## config.mk

```make
export PLATFORM = sky130hd
export DESIGN_NAME = mult_div_unit
export DESIGN_NICKNAME = d
export VERILOG_FILES = /design/src/rtl/mult_div_unit.sv
export SDC_FILE = /design/constraint.sdc
export NUM_CORES = 1
export LEC_CHECK = 0
export CORE_MARGIN = 2
export CORE_UTILIZATION = 35
export CTS_BUF_LIST = sky130_fd_sc_hd__clkbuf_8
export CTS_CLUSTER_SIZE = 8
export DETAILED_ROUTE_END_ITERATION = 16
export GPL_ROUTABILITY_DRIVEN = 0
export PLACE_DENSITY = 0.64
export SLEW_MARGIN = 10
export SYNTH_ARGS = -nofsm -noshare
export SYNTH_HDL_FRONTEND = slang
export SYNTH_SLANG_ARGS = --single-unit
```

## constraint.sdc

```tcl
create_clock -name clock -period 16.9 [get_ports clock]
set_input_delay 2.535 -clock clock [delete_from_list [all_inputs] [get_ports clock]]
set_output_delay 2.535 -clock clock [all_outputs]
set_load 0.005 [all_outputs]
```

## src/rtl/mult_div_unit.sv

```systemverilog
// mult_div_unit: multicycle signed multiply (radix-2 Booth) and divide
// (restoring, on magnitudes). One step per clock, WIDTH steps per operation.
module mult_div_unit #(
  parameter int unsigned WIDTH = 32
) (
  input  logic             clock,
  input  logic             reset,
  input  logic [WIDTH-1:0] A,
  input  logic [WIDTH-1:0] B,
  input  logic             MultStart,
  input  logic             DivStart,
  output logic [WIDTH-1:0] Hi,
  output logic [WIDTH-1:0] Lo,
  output logic             Busy,
  output logic             Done,
  output logic             DivZero
);

  localparam int unsigned AW = 2 * WIDTH + 1;
  localparam int unsigned CW = $clog2(WIDTH + 1);

  typedef enum logic [1:0] {
    S_IDLE = 2'd0,
    S_MULT = 2'd1,
    S_DIV  = 2'd2,
    S_DONE = 2'd3
  } state_t;

  state_t           state_q, state_d;
  logic [AW-1:0]    acc_q, acc_d;
  logic [WIDTH-1:0] mcand_q, mcand_d;
  logic [CW-1:0]    cnt_q, cnt_d;
  logic             neg_quo_q, neg_quo_d;
  logic             neg_rem_q, neg_rem_d;
  logic [WIDTH-1:0] hi_q, hi_d;
  logic [WIDTH-1:0] lo_q, lo_d;
  logic             busy_q, busy_d;
  logic             done_q, done_d;
  logic             div_zero_q, div_zero_d;

  // Accumulator fields: {upper word, lower word, Booth guard bit}.
  // During a divide the upper word is the partial remainder and the lower
  // word shifts out dividend bits while shifting in quotient bits.
  logic [WIDTH-1:0] hi_f_c;
  logic [WIDTH-1:0] lo_f_c;
  logic             qm1_c;
  logic             last_c;
  logic             b_zero_c;
  logic [WIDTH-1:0] a_mag_c;
  logic [WIDTH-1:0] b_mag_c;

  assign hi_f_c   = acc_q[AW-1:WIDTH+1];
  assign lo_f_c   = acc_q[WIDTH:1];
  assign qm1_c    = acc_q[0];
  assign last_c   = (cnt_q == CW'(1));
  assign b_zero_c = (B == '0);
  assign a_mag_c  = A[WIDTH-1] ? (~A + WIDTH'(1)) : A;
  assign b_mag_c  = B[WIDTH-1] ? (~B + WIDTH'(1)) : B;

  // Booth step: add/subtract in WIDTH+1 bits so the arithmetic shift takes
  // the true sign even for the most-negative multiplicand.
  logic [WIDTH:0]   hi_ext_c;
  logic [WIDTH:0]   m_ext_c;
  logic [WIDTH:0]   booth_sum_c;
  logic [AW-1:0]    booth_next_c;

  always_comb begin
    hi_ext_c = {hi_f_c[WIDTH-1], hi_f_c};
    m_ext_c  = {mcand_q[WIDTH-1], mcand_q};
    case ({lo_f_c[0], qm1_c})
      2'b01:   booth_sum_c = hi_ext_c + m_ext_c;
      2'b10:   booth_sum_c = hi_ext_c - m_ext_c;
      default: booth_sum_c = hi_ext_c;
    endcase
    // {sum, lower} is exactly the accumulator shifted right by one.
    booth_next_c = {booth_sum_c, lo_f_c};
  end

  // Restoring divide step on magnitudes, plus final sign correction.
  logic [WIDTH:0]   div_shift_c;
  logic [WIDTH:0]   div_diff_c;
  logic [WIDTH-1:0] div_rem_c;
  logic [WIDTH-1:0] div_quo_c;
  logic [WIDTH-1:0] quo_fix_c;
  logic [WIDTH-1:0] rem_fix_c;
  logic [AW-1:0]    div_next_c;

  always_comb begin
    div_shift_c = {hi_f_c, lo_f_c[WIDTH-1]};
    div_diff_c  = div_shift_c - {1'b0, mcand_q};
    div_rem_c   = div_diff_c[WIDTH] ? div_shift_c[WIDTH-1:0] : div_diff_c[WIDTH-1:0];
    div_quo_c   = {lo_f_c[WIDTH-2:0], ~div_diff_c[WIDTH]};
    div_next_c  = {div_rem_c, div_quo_c, 1'b0};
    quo_fix_c   = neg_quo_q ? (~div_quo_c + WIDTH'(1)) : div_quo_c;
    rem_fix_c   = neg_rem_q ? (~div_rem_c + WIDTH'(1)) : div_rem_c;
  end

  // State register.
  always_ff @(posedge clock or negedge reset) begin
    if (!reset) begin
      state_q <= S_IDLE;
    end else begin
      state_q <= state_d;
    end
  end

  // Next-state logic; MultStart has priority, starts outside IDLE are dropped.
  always_comb begin
    state_d = state_q;
    case (state_q)
      S_IDLE: begin
        if (MultStart) begin
          state_d = S_MULT;
        end else if (DivStart) begin
          state_d = b_zero_c ? S_DONE : S_DIV;
        end
      end
      S_MULT:  if (last_c) state_d = S_DONE;
      S_DIV:   if (last_c) state_d = S_DONE;
      S_DONE:  state_d = S_IDLE;
      default: state_d = S_IDLE;
    endcase
  end

  // Status outputs decoded from the next state so they are registered.
  always_comb begin
    busy_d = (state_d == S_MULT) || (state_d == S_DIV);
    done_d = (state_d == S_DONE);
  end

  // Datapath next values: operand capture, iteration, result write.
  always_comb begin
    acc_d      = acc_q;
    mcand_d    = mcand_q;
    cnt_d      = cnt_q;
    neg_quo_d  = neg_quo_q;
    neg_rem_d  = neg_rem_q;
    hi_d       = hi_q;
    lo_d       = lo_q;
    div_zero_d = div_zero_q;
    case (state_q)
      S_IDLE: begin
        if (MultStart) begin
          acc_d      = {WIDTH'(0), B, 1'b0};
          mcand_d    = A;
          cnt_d      = CW'(WIDTH);
          div_zero_d = 1'b0;
        end else if (DivStart) begin
          acc_d      = {WIDTH'(0), a_mag_c, 1'b0};
          mcand_d    = b_mag_c;
          cnt_d      = CW'(WIDTH);
          neg_quo_d  = A[WIDTH-1] ^ B[WIDTH-1];
          neg_rem_d  = A[WIDTH-1];
          div_zero_d = b_zero_c;
        end
      end
      S_MULT: begin
        acc_d = booth_next_c;
        cnt_d = cnt_q - CW'(1);
        if (last_c) begin
          hi_d = booth_next_c[AW-1:WIDTH+1];
          lo_d = booth_next_c[WIDTH:1];
        end
      end
      S_DIV: begin
        acc_d = div_next_c;
        cnt_d = cnt_q - CW'(1);
        if (last_c) begin
          hi_d = rem_fix_c;
          lo_d = quo_fix_c;
        end
      end
      default: ;
    endcase
  end

  // Datapath and output registers.
  always_ff @(posedge clock or negedge reset) begin
    if (!reset) begin
      acc_q      <= '0;
      mcand_q    <= '0;
      cnt_q      <= '0;
      neg_quo_q  <= 1'b0;
      neg_rem_q  <= 1'b0;
      hi_q       <= '0;
      lo_q       <= '0;
      busy_q     <= 1'b0;
      done_q     <= 1'b0;
      div_zero_q <= 1'b0;
    end else begin
      acc_q      <= acc_d;
      mcand_q    <= mcand_d;
      cnt_q      <= cnt_d;
      neg_quo_q  <= neg_quo_d;
      neg_rem_q  <= neg_rem_d;
      hi_q       <= hi_d;
      lo_q       <= lo_d;
      busy_q     <= busy_d;
      done_q     <= done_d;
      div_zero_q <= div_zero_d;
    end
  end

  assign Hi      = hi_q;
  assign Lo      = lo_q;
  assign Busy    = busy_q;
  assign Done    = done_q;
  assign DivZero = div_zero_q;

endmodule

```

Yosys cells after proc, flatten, opt, wreduce, memory -nomap -nowiden
Cells that the tools add are included.

Add/subtract/negate cells: 8. Equality and inequality tests: 12. Mux-type cells: 27. Bitwise operators: 7. Reduce and logical (&&, ||, !) cells: 13.

Operator list (number): 2-to-1 mux 32 bit (11); case mux 65 bit (3 select lines) (1); 2-to-1 mux 65 bit (2); adder 32 x 1 -> 32 bit, second input constant (4); inverter 32 bit (4); case mux 32 bit (2 select lines) (2); case mux 33 bit (2 select lines) (1); adder 32 x 32 -> 33 bit (1); subtractor 32 x 32 -> 33 bit (1); subtractor 33 x 32 -> 33 bit (1); zero test 32 bit (1); 2-to-1 mux 6 bit (2); case mux 6 bit (2 select lines) (1); == test 2 bit, second input constant (5); == test 2 x 1 -> 1 bit, second input constant (3); == test 6 x 1 -> 1 bit, second input constant (1); 2-to-1 mux 2 bit (3); case mux 2 bit (3 select lines) (1); AND reduction 2 bit (3); AND reduction 3 bit (2); nonzero test 2 bit (3); subtractor 6 x 1 -> 6 bit, second input constant (1); inequality test 2 bit, second input constant (2); 2-to-1 mux 1 bit (3); 7 further kinds (8).

Bits in registers: 174. Input bits: 68. Word-level logic and storage cells: 78.

Longest topological paths before layout
Gate-level depths: netlist (run 1).

Depth after elaboration: 7. Gate-level depth with buffers: 25.

Worst setup path before layout (run 1)
OpenSTA, ideal clock, no wires.

Path kind: reg2reg. From: register acc_q[32]. To: register hi_q[26] (netlist: Hi[26]). Library setup time: 126 ps. Arrival: 5268 ps. Required time: 16774 ps. Setup slack: 11506 ps. Cell stages (with the launch flop): 26. Buffers on the path: 2. Cell sequence: dfrtp_1 -> inv_1 -> ha_1 -> fa_1 -> and2b_1 -> o211a_1 -> o31ai_4 -> a2111oi_4 -> o31a_1 -> nor2_4 -> inv_2 -> buf_6 -> clkbuf_1 -> nor2_1 -> a21oi_1 -> ha_1 -> inv_1 -> or3_1 -> or3_1 -> nor3_1 -> o21ai_0 -> o31ai_2 -> nand4_4 -> o41ai_2 -> xor2_1 -> a221o_1.

Longest elaborated chain between the ends: 7.

Ends and longest elaborated chain: from (decl) (line 30) `logic [AW-1:0] acc_q, acc_d;`; from (signal assigned) (line 180) `acc_q <= '0;`; from (signal assigned) (line 191) `acc_q <= acc_d;`; subtractor 33 x 32 -> 33 bit (line 90) `div_diff_c = div_shift_c - {1'b0, mcand_q};`; 2-to-1 mux 32 bit (*) (line 91) `div_rem_c = div_diff_c[WIDTH] ? div_shift_c[WIDTH-1:0] : div_diff_c[WIDTH-1:0];`; inverter 32 bit (line 95) `rem_fix_c = neg_rem_q ? (~div_rem_c + WIDTH'(1)) : div_rem_c;`; adder 32 x 1 -> 32 bit (line 95); 2-to-1 mux 32 bit (*) (line 95); 2-to-1 mux 32 bit (*) (line 168) `if (last_c) begin`; case mux 32 bit (2 select lines) (*) (line 141) `case (state_q)`; to (signal assigned) (line 196) `hi_q <= hi_d;`; to (decl) (line 35) `logic [WIDTH-1:0] hi_q, hi_d;`.

Every way passes the cells marked *; elsewhere a longest branch is shown, timed or not. The select of a mux whose other input is x is not followed. A chain may end at the register's enable or synchronous reset.

Worst setup path after layout (run 1)
Same ends and word-level chain as after synthesis.

==> impl_metrics.csv, run 1 <==
group,metric,value,unit
synthesis,synth_edf_count,0,
clock_network,clockBufferDepth,2,
worst_setup_path,crit_slowest_cell,"inv_2",
worst_setup_path,rrSetupSlack,9.83,ns
clock_network,cts.clk_slew.worst_paths,0.10,ns
drt,drtIter0Drc,1970,
global_route,grt_pass1_vias,15577,
worst_setup_path,start_kind,"flip-flop",
worst_setup_path,rr_worst_depth,24,
sta,rsz0062_at_grt,"no",
synthesis,synth.avg_cell_area,7.70,um2
drt,vias,16744,
sta,finalCriticalPeriod,7.07,ns
clock_network,cts.sinks,174,
drt,route.detailed.drc,0,
synthesis,synth.distinct_cells,98,
synthesis,synth_ff_type,"dfrtp_1",
cells_and_area,fin_area,18600,um2
floorplan,die-area,48500,um2
worst_setup_path,crit_arrival,7.48,ns
sta,post-route-period-util,41.9,%
sta,maxSlewViolCount,0,
synthesis,async_reset_ff_share,100,%
synthesis,ys_ff_latch,174,
worst_setup_path,crit_path_max_fanout,39,
run,cap_violations,0,
sta,setup_viol,0,
floorplan,pin_count,135,
pwr,irDropWorstVdd,0.115,mV
sta,setup_tns,0,ns
worst_setup_path,crit_chain,"inv_1 > ha_1 > fa_1 > and2b_1 > o211a_1 > o31ai_4 > a2111oi_4 > o31a_1 > nor2_4 > buf_4 > inv_2 > nor2_1 > a21oi_1 > ha_1 > inv_1 > or3_1 > or3_1 > nor3_1 > o21ai_0 > o31ai_2 > nand4_4 > o41ai_2 > xor2_1 > a221o_1",
place,dp_hpwl,45.2,mm
worst_setup_path,cpPeakStageDelay,0.66,ns
floorplan,core_area,46400,um2
floorplan,rows,79,
clock_network,cts_root_buffer,"clkbuf_8",
worst_setup_path,r2r-start,"acc_q[32]",
clock_network,post_cts_buffers,0,
place,placed_cell_area,18200,um2
sta,tightest_slew,1.08,ns
worst_setup_path,required,17.30,ns
drt,via_per_inst,5.99,
clock_network,cts_buffers,17,
worst_setup_path,timing_worst_setup_path_type,"reg -> reg",
synthesis,synthesis.nets,2273,
floorplan,die_h,220,um
cells_and_area,area_growth,13.5,%
sta,skew,0.0246,ns
min_path,hp-class,"reg -> reg",
synthesis,yosys_warnings,0,
drt,routedWlPerCell,21.4,um
clock_network,ctsHoldBuffers,0,
global_route,grt_util_all_layers,24.6,%
worst_setup_path,end_kind,"flip-flop",
place,port_buffers,134,
clock_network,cts_resized,0,
sta,max_freq,0.141,GHz
clock_network,cts_tree,"done",
synthesis,syn_area,16400,um2
floorplan,start_util,35.3,%
clock_network,h-tree-depth,4,
run_status,status,"finished, final reports clean",
synthesis,yosysTopAreaCell,"dfrtp_1",
cells_and_area,post_route_cells_drive_above_1_share,4.81,%
synthesis,synth.top_cell.area_share,26.6,%
cells_and_area,nNetsFinal,2318,
pwr,fin_total_pwr,4.29,mW
global_route,grt_pass1_wl,92.9,mm
min_path,hp-start,"Lo[13]",
worst_setup_path,startpoint,"acc_q[32]",
drt,wirelength,59.6,mm
clock_network,insertion_delay,0.52,ns
global_route,grt_max_degree,99,
pwr,leakagePower,7.60,nW
sta,slew-limit-headroom,27.3,%
min_path,hold_depth,1,
synthesis,ys_seq_area_share,26.6,%
floorplan,die_w,220,um
drt,antenna_left,0,
pwr,p_per_area,231,nW/um2
sta,hold_viol,0,
global_route,antenna_found_initial,2,
drt,first_pass_iters,9,
worst_setup_path,timing.rr.end,"Hi[26]",
synthesis,synth.area.top_cells,"dfrtp_1 27%, a21oi_1 6.2%, o21ai_0 6.2%",
min_path,min_to,"Lo[13]",
synthesis,synth_cells,2127,
global_route,grt_overflow,0,
==> cells by family (layout without fill, tap and decap cells) <==
group | after synthesis | in the layout | share of synthesized area [%]
other cells | 0 | 2 | 0
compound gates | 740 | 740 | 29.3
buf+inv | 216 | 273 | 5.11
flops | 174 | 174 | 26.6
mux | 55 | 55 | 3.42
simple gates | 671 | 671 | 19.2
fa+ha+maj | 78 | 78 | 6.05
xor+xnor | 193 | 193 | 10.3
==> per-stage QoR <==
stage               hold WS, ns  setup WS, ns  util (%)  cells
floorplan                 0.471         11.51         -   2127
finish                    0.491          9.83      40.1   2793
detailed placement        0.471          9.97      39.2   2760
global route              0.522          9.37      40.1   2791
global placement          0.465         10.09      39.2   2760
CTS                       0.494          9.93      40.1   2791
==> cells in the final DEF, fill, tap and decap left out, types with 12 or more instances in the layout <==
cell,n
o41ai_1,14
or3_1,23
ha_1,75
o21ai_1,14
nor4_1,17
a222oi_1,19
nand2b_1,19
o21ai_0,201
mux2i_1,47
a21o_1,26
nor2b_1,12
buf_4,29
a211oi_1,13
nand2_1,240
clkdlybuf4s50_1,132
xor2_1,107
o211ai_1,12
nand3_1,27
o221ai_1,28
dfrtp_1,174
nor3_1,39
inv_1,79
a21oi_1,203
o21a_1,12
o31ai_1,38
o22ai_1,24
clkbuf_8,17
and2_1,14
nor2_1,199
xnor2_1,86
or4_1,16
a31oi_1,21
a22oi_1,16
==> area by class of cell <==
| cell class | instances | area, um2 |
|---|---|---|
| diodes | 2 | 5.00 |
| well taps | 607 | 759 |
| inverters | 80 | 300 |
| clock inverters | 14 | 159 |
| repair buffers | 162 | 1550 |
| multi-input cells | 1737 | 11200 |
| flip-flops and latches | 174 | 4350 |
| fillers | 4715 | 27800 |
| clock buffers | 17 | 234 |
==> synthesized netlist by cell type, drive strengths merged, types with 17 or more instances <==
master / n
or3: 23
nor4: 19
o41ai: 18
inv: 78
a31oi: 21
nand2: 240
nand3: 27
a222oi: 19
or4: 17
dfrtp: 174
buf: 23
a21o: 26
nor3: 39
nor2: 201
o22ai: 24
clkbuf: 113
o31ai: 42
nand2b: 19
xnor2: 86
xor2: 107
mux2i: 47
a21oi: 204
ha: 76
o21ai: 217
o221ai: 28
==> worst max-delay path: cells and delay by family (launching register included) <==
kind | cells | cell delay, ns
AOI/OAI and AO/OA | 9 | 2.69
xor gates and xnor gates | 1 | 0.11
adders and majority gates | 3 | 0.92
buffers and inverters | 4 | 1.16
DFF | 1 | 0.43
and+or+nand+nor | 7 | 1.65
==> metal layers <==
layer	vias up	global-route usage, %	routed length [um]
li1	7866	-	-
met1	8014	34.7	25700
met2	791	39.1	27200
met3	71	3.82	5420
met4	2	6.53	1260
met5	-	0	13
==> where the power goes <==
part | switching (mW) | internal, mW
clock network | 0.180 | 0.134
registers | 0.223 | 0.560
logic | 1.99 | 1.20
==> registers in the layout (all words and copies together) (netlist names) <==
name	cells
neg_quo_q	1
cnt_q	6
acc_q	65
Hi	32
DivZero	1
neg_rem_q	1
state_q	2
Busy	1
mcand_q	32
Done	1
Lo	32
==> worst max path at each step <==
stage	endpoint	slack, ns	cells past startpoint
6_report	Hi[26]	9.83	24
4_1_cts	Hi[26]	9.93	24
3_3_place_gp	Hi[26]	10.09	24
3_5_place_dp	Hi[26]	9.97	24
5_1_grt	Hi[26]	9.37	24
2_1_floorplan	Hi[26]	11.51	25
Note: power is estimated with default switching activity, not from simulation.
==> inputs of run 2 (changes only) <==
==> constraint.sdc (replaced) <==
create_clock -name clock -period 6.8 [get_ports clock]
set_input_delay 1.02 -clock clock [delete_from_list [all_inputs] [get_ports clock]]
set_output_delay 1.02 -clock clock [all_outputs]
set_load 0.005 [all_outputs]
==> impl_metrics.csv, run 2 (synthesis gave the netlist of run 1 again) <==
group,metric,value,unit
run_status,status,"finished, final reports clean",
cells_and_area,ff_latch_area,4350,um2
clock_network,cts_resized,0,
cells_and_area,fin_area,18600,um2
run,cap_violations,0,
clock_network,cts.clk_slew.worst_paths,0.13,ns
worst_setup_path,r2r-start,"acc_q[32]",
clock_network,cts_root_buffer,"clkbuf_8",
drt,via_per_inst,6.08,
clock_network,cts_tree,"done",
clock_network,cts_buffers,17,
worst_setup_path,start_kind,"flip-flop",
drt,route.detailed.drc,0,
cells_and_area,fillers,4710,
place,dp_hpwl,45.9,mm
place,port_buffers,134,
floorplan,start_util,35.3,%
sta,tightest_slew,1.22,ns
sta,slew-limit-headroom,18.8,%
pwr,p_per_area,575,nW/um2
cells_and_area,regMostFlops,"acc_q",
floorplan,die_w,220,um
sta,maxSlewViolCount,0,
drt,routedWlPerCell,21.6,um
clock_network,clockBufferDepth,2,
global_route,grt_pass1_wl,92.5,mm
drt,first_pass_iters,12,
floorplan,rows,79,
cells_and_area,area_growth,13.7,%
clock_network,insertion_delay,0.54,ns
clock_network,ctsHoldBuffers,0,
floorplan,die-area,48500,um2
clock_network,h-tree-depth,4,
min_path,hp-class,"in -> async",
cells_and_area,num_antenna_cells,0,
cells_and_area,largest_register_ffs,65,
clock_network,cts.sinks,174,
worst_setup_path,timing_worst_setup_path_type,"reg -> reg",
global_route,grt_pass1_vias,15513,
sta,max_freq,0.163,GHz
global_route,grt_util_all_layers,24.7,%
sta,finalCriticalPeriod,6.15,ns
sta,hold_viol,0,
drt,drtIter0Drc,1847,
sta,holdWs,0.474,ns
worst_setup_path,crit_arrival,6.56,ns
worst_setup_path,end_kind,"flip-flop",
worst_setup_path,timing.rr.end,"Hi[26]",
worst_setup_path,rrSetupSlack,0.65,ns
sta,setup_viol,0,
pwr,leakagePower,7.61,nW
cells_and_area,nNetsFinal,2321,
sta,skew,0.0296,ns
global_route,grt_max_degree,76,
worst_setup_path,cpPeakStageDelay,0.60,ns
drt,antenna_left,0,
sta,post-route-period-util,90.5,%
sta,rsz0062_at_grt,"no",
worst_setup_path,rr_worst_depth,24,
pwr,irDropWorstVdd,0.311,mV
place,placed_cell_area,18200,um2
floorplan,pin_count,135,
clock_network,post_cts_buffers,0,
cells_and_area,post_route_cells_drive_above_1_share,5.07,%
floorplan,core_area,46400,um2
cells_and_area,final_cell_mix,"240 x nand2_1, 203 x a21oi_1, 201 x o21ai_0",
worst_setup_path,required,7.21,ns
drt,wirelength,60.3,mm
pwr,fin_total_pwr,10.7,mW
worst_setup_path,crit_path_max_fanout,11,
global_route,grt_overflow,0,
global_route,antenna_found_initial,2,
sta,setup_tns,0,ns
worst_setup_path,crit_slowest_cell,"nor4_2",
worst_setup_path,crit_chain,"inv_1 > ha_1 > fa_1 > and2b_1 > o211a_1 > o31ai_4 > a2111oi_4 > nor4_2 > buf_4 > nor2_4 > inv_2 > nor2_1 > a21oi_1 > ha_1 > inv_1 > or3_1 > or3_1 > nor3_1 > o21ai_0 > o31ai_2 > nand4_4 > o41ai_2 > xor2_1 > a221o_1",
floorplan,die_h,220,um
cells_and_area,multi_input_area,11200,um2
cells_and_area,layout_commonest_cell,"nand2_1",
drt,vias,16983,
-- run 2: cell count changes in the layout (fill, tap and decap cells not counted), moves of 2 or more --
| cell | before | now |
|---|---|---|
| inv_8 | 2 | 4 |
| diode_2 | 2 | 0 |
| buf_4 | 29 | 32 |
| clkinv_2 | 0 | 2 |
| inv_6 | 4 | 1 |
| inv_1 | 79 | 77 |
-- run 2: worst max-delay path: cells and delay by family, from the launching register on --
family	cells	cell delay, ns
flip-flops	1	0.45
XOR/XNOR	1	0.10
adder cells (fa/ha/maj)	3	0.72
buffers and inverters	4	0.60
AO/OA/AOI/OAI	8	2.00
AND/OR/NAND/NOR	8	2.12
-- run 2: cell type report --
type / instances / area share (%)
sequential: 174 / 23.4
multi-input combinational: 1737 / 60.3
clock inverter: 14 / 0.820
inverter: 80 / 1.61
tap: 607 / 4.08
timing repair buffer: 165 / 8.45
clock buffer: 18 / 1.33
-- run 2: how the worst max path moves through the flow --
stage	start	to	slack (ns)
floorplan	acc_q[32]	Hi[26]	1.41
global placement	acc_q[32]	Hi[26]	0.94
detailed placement	acc_q[32]	Hi[26]	0.82
CTS	acc_q[32]	Hi[26]	0.78
global route	acc_q[32]	Hi[26]	0.32
finish	acc_q[32]	Hi[26]	0.65
-- run 2: power breakdown --
| part | internal [mW] | total, mW | switching (mW) |
|---|---|---|---|
| clock | 0.313 | 0.784 | 0.471 |
| combinational | 3.01 | 7.97 | 4.97 |
| sequential | 1.39 | 1.94 | 0.550 |
-- run 2: layer usage --
| layer | GRT usage (%) | up-vias | part of all wire (%) |
|---|---|---|---|
| li1 | - | 7861 | - |
| met3 | 3.86 | 111 | 8.9 |
| met2 | 39.5 | 836 | 46 |
| met4 | 7.61 | 2 | 3.0 |
| met5 | 0 | - | 0.022 |
| met1 | 34.2 | 8173 | 42 |
-- run 2: stage by stage --
stage	worst slack, ns	util (%)	cells
5_1_grt	0.321	40.2	2795
3_3_place_gp	0.945	39.3	2763
6_report	0.649	40.2	2795
2_1_floorplan	1.41	-	2127
3_5_place_dp	0.819	39.3	2763
4_1_cts	0.779	40.2	2795
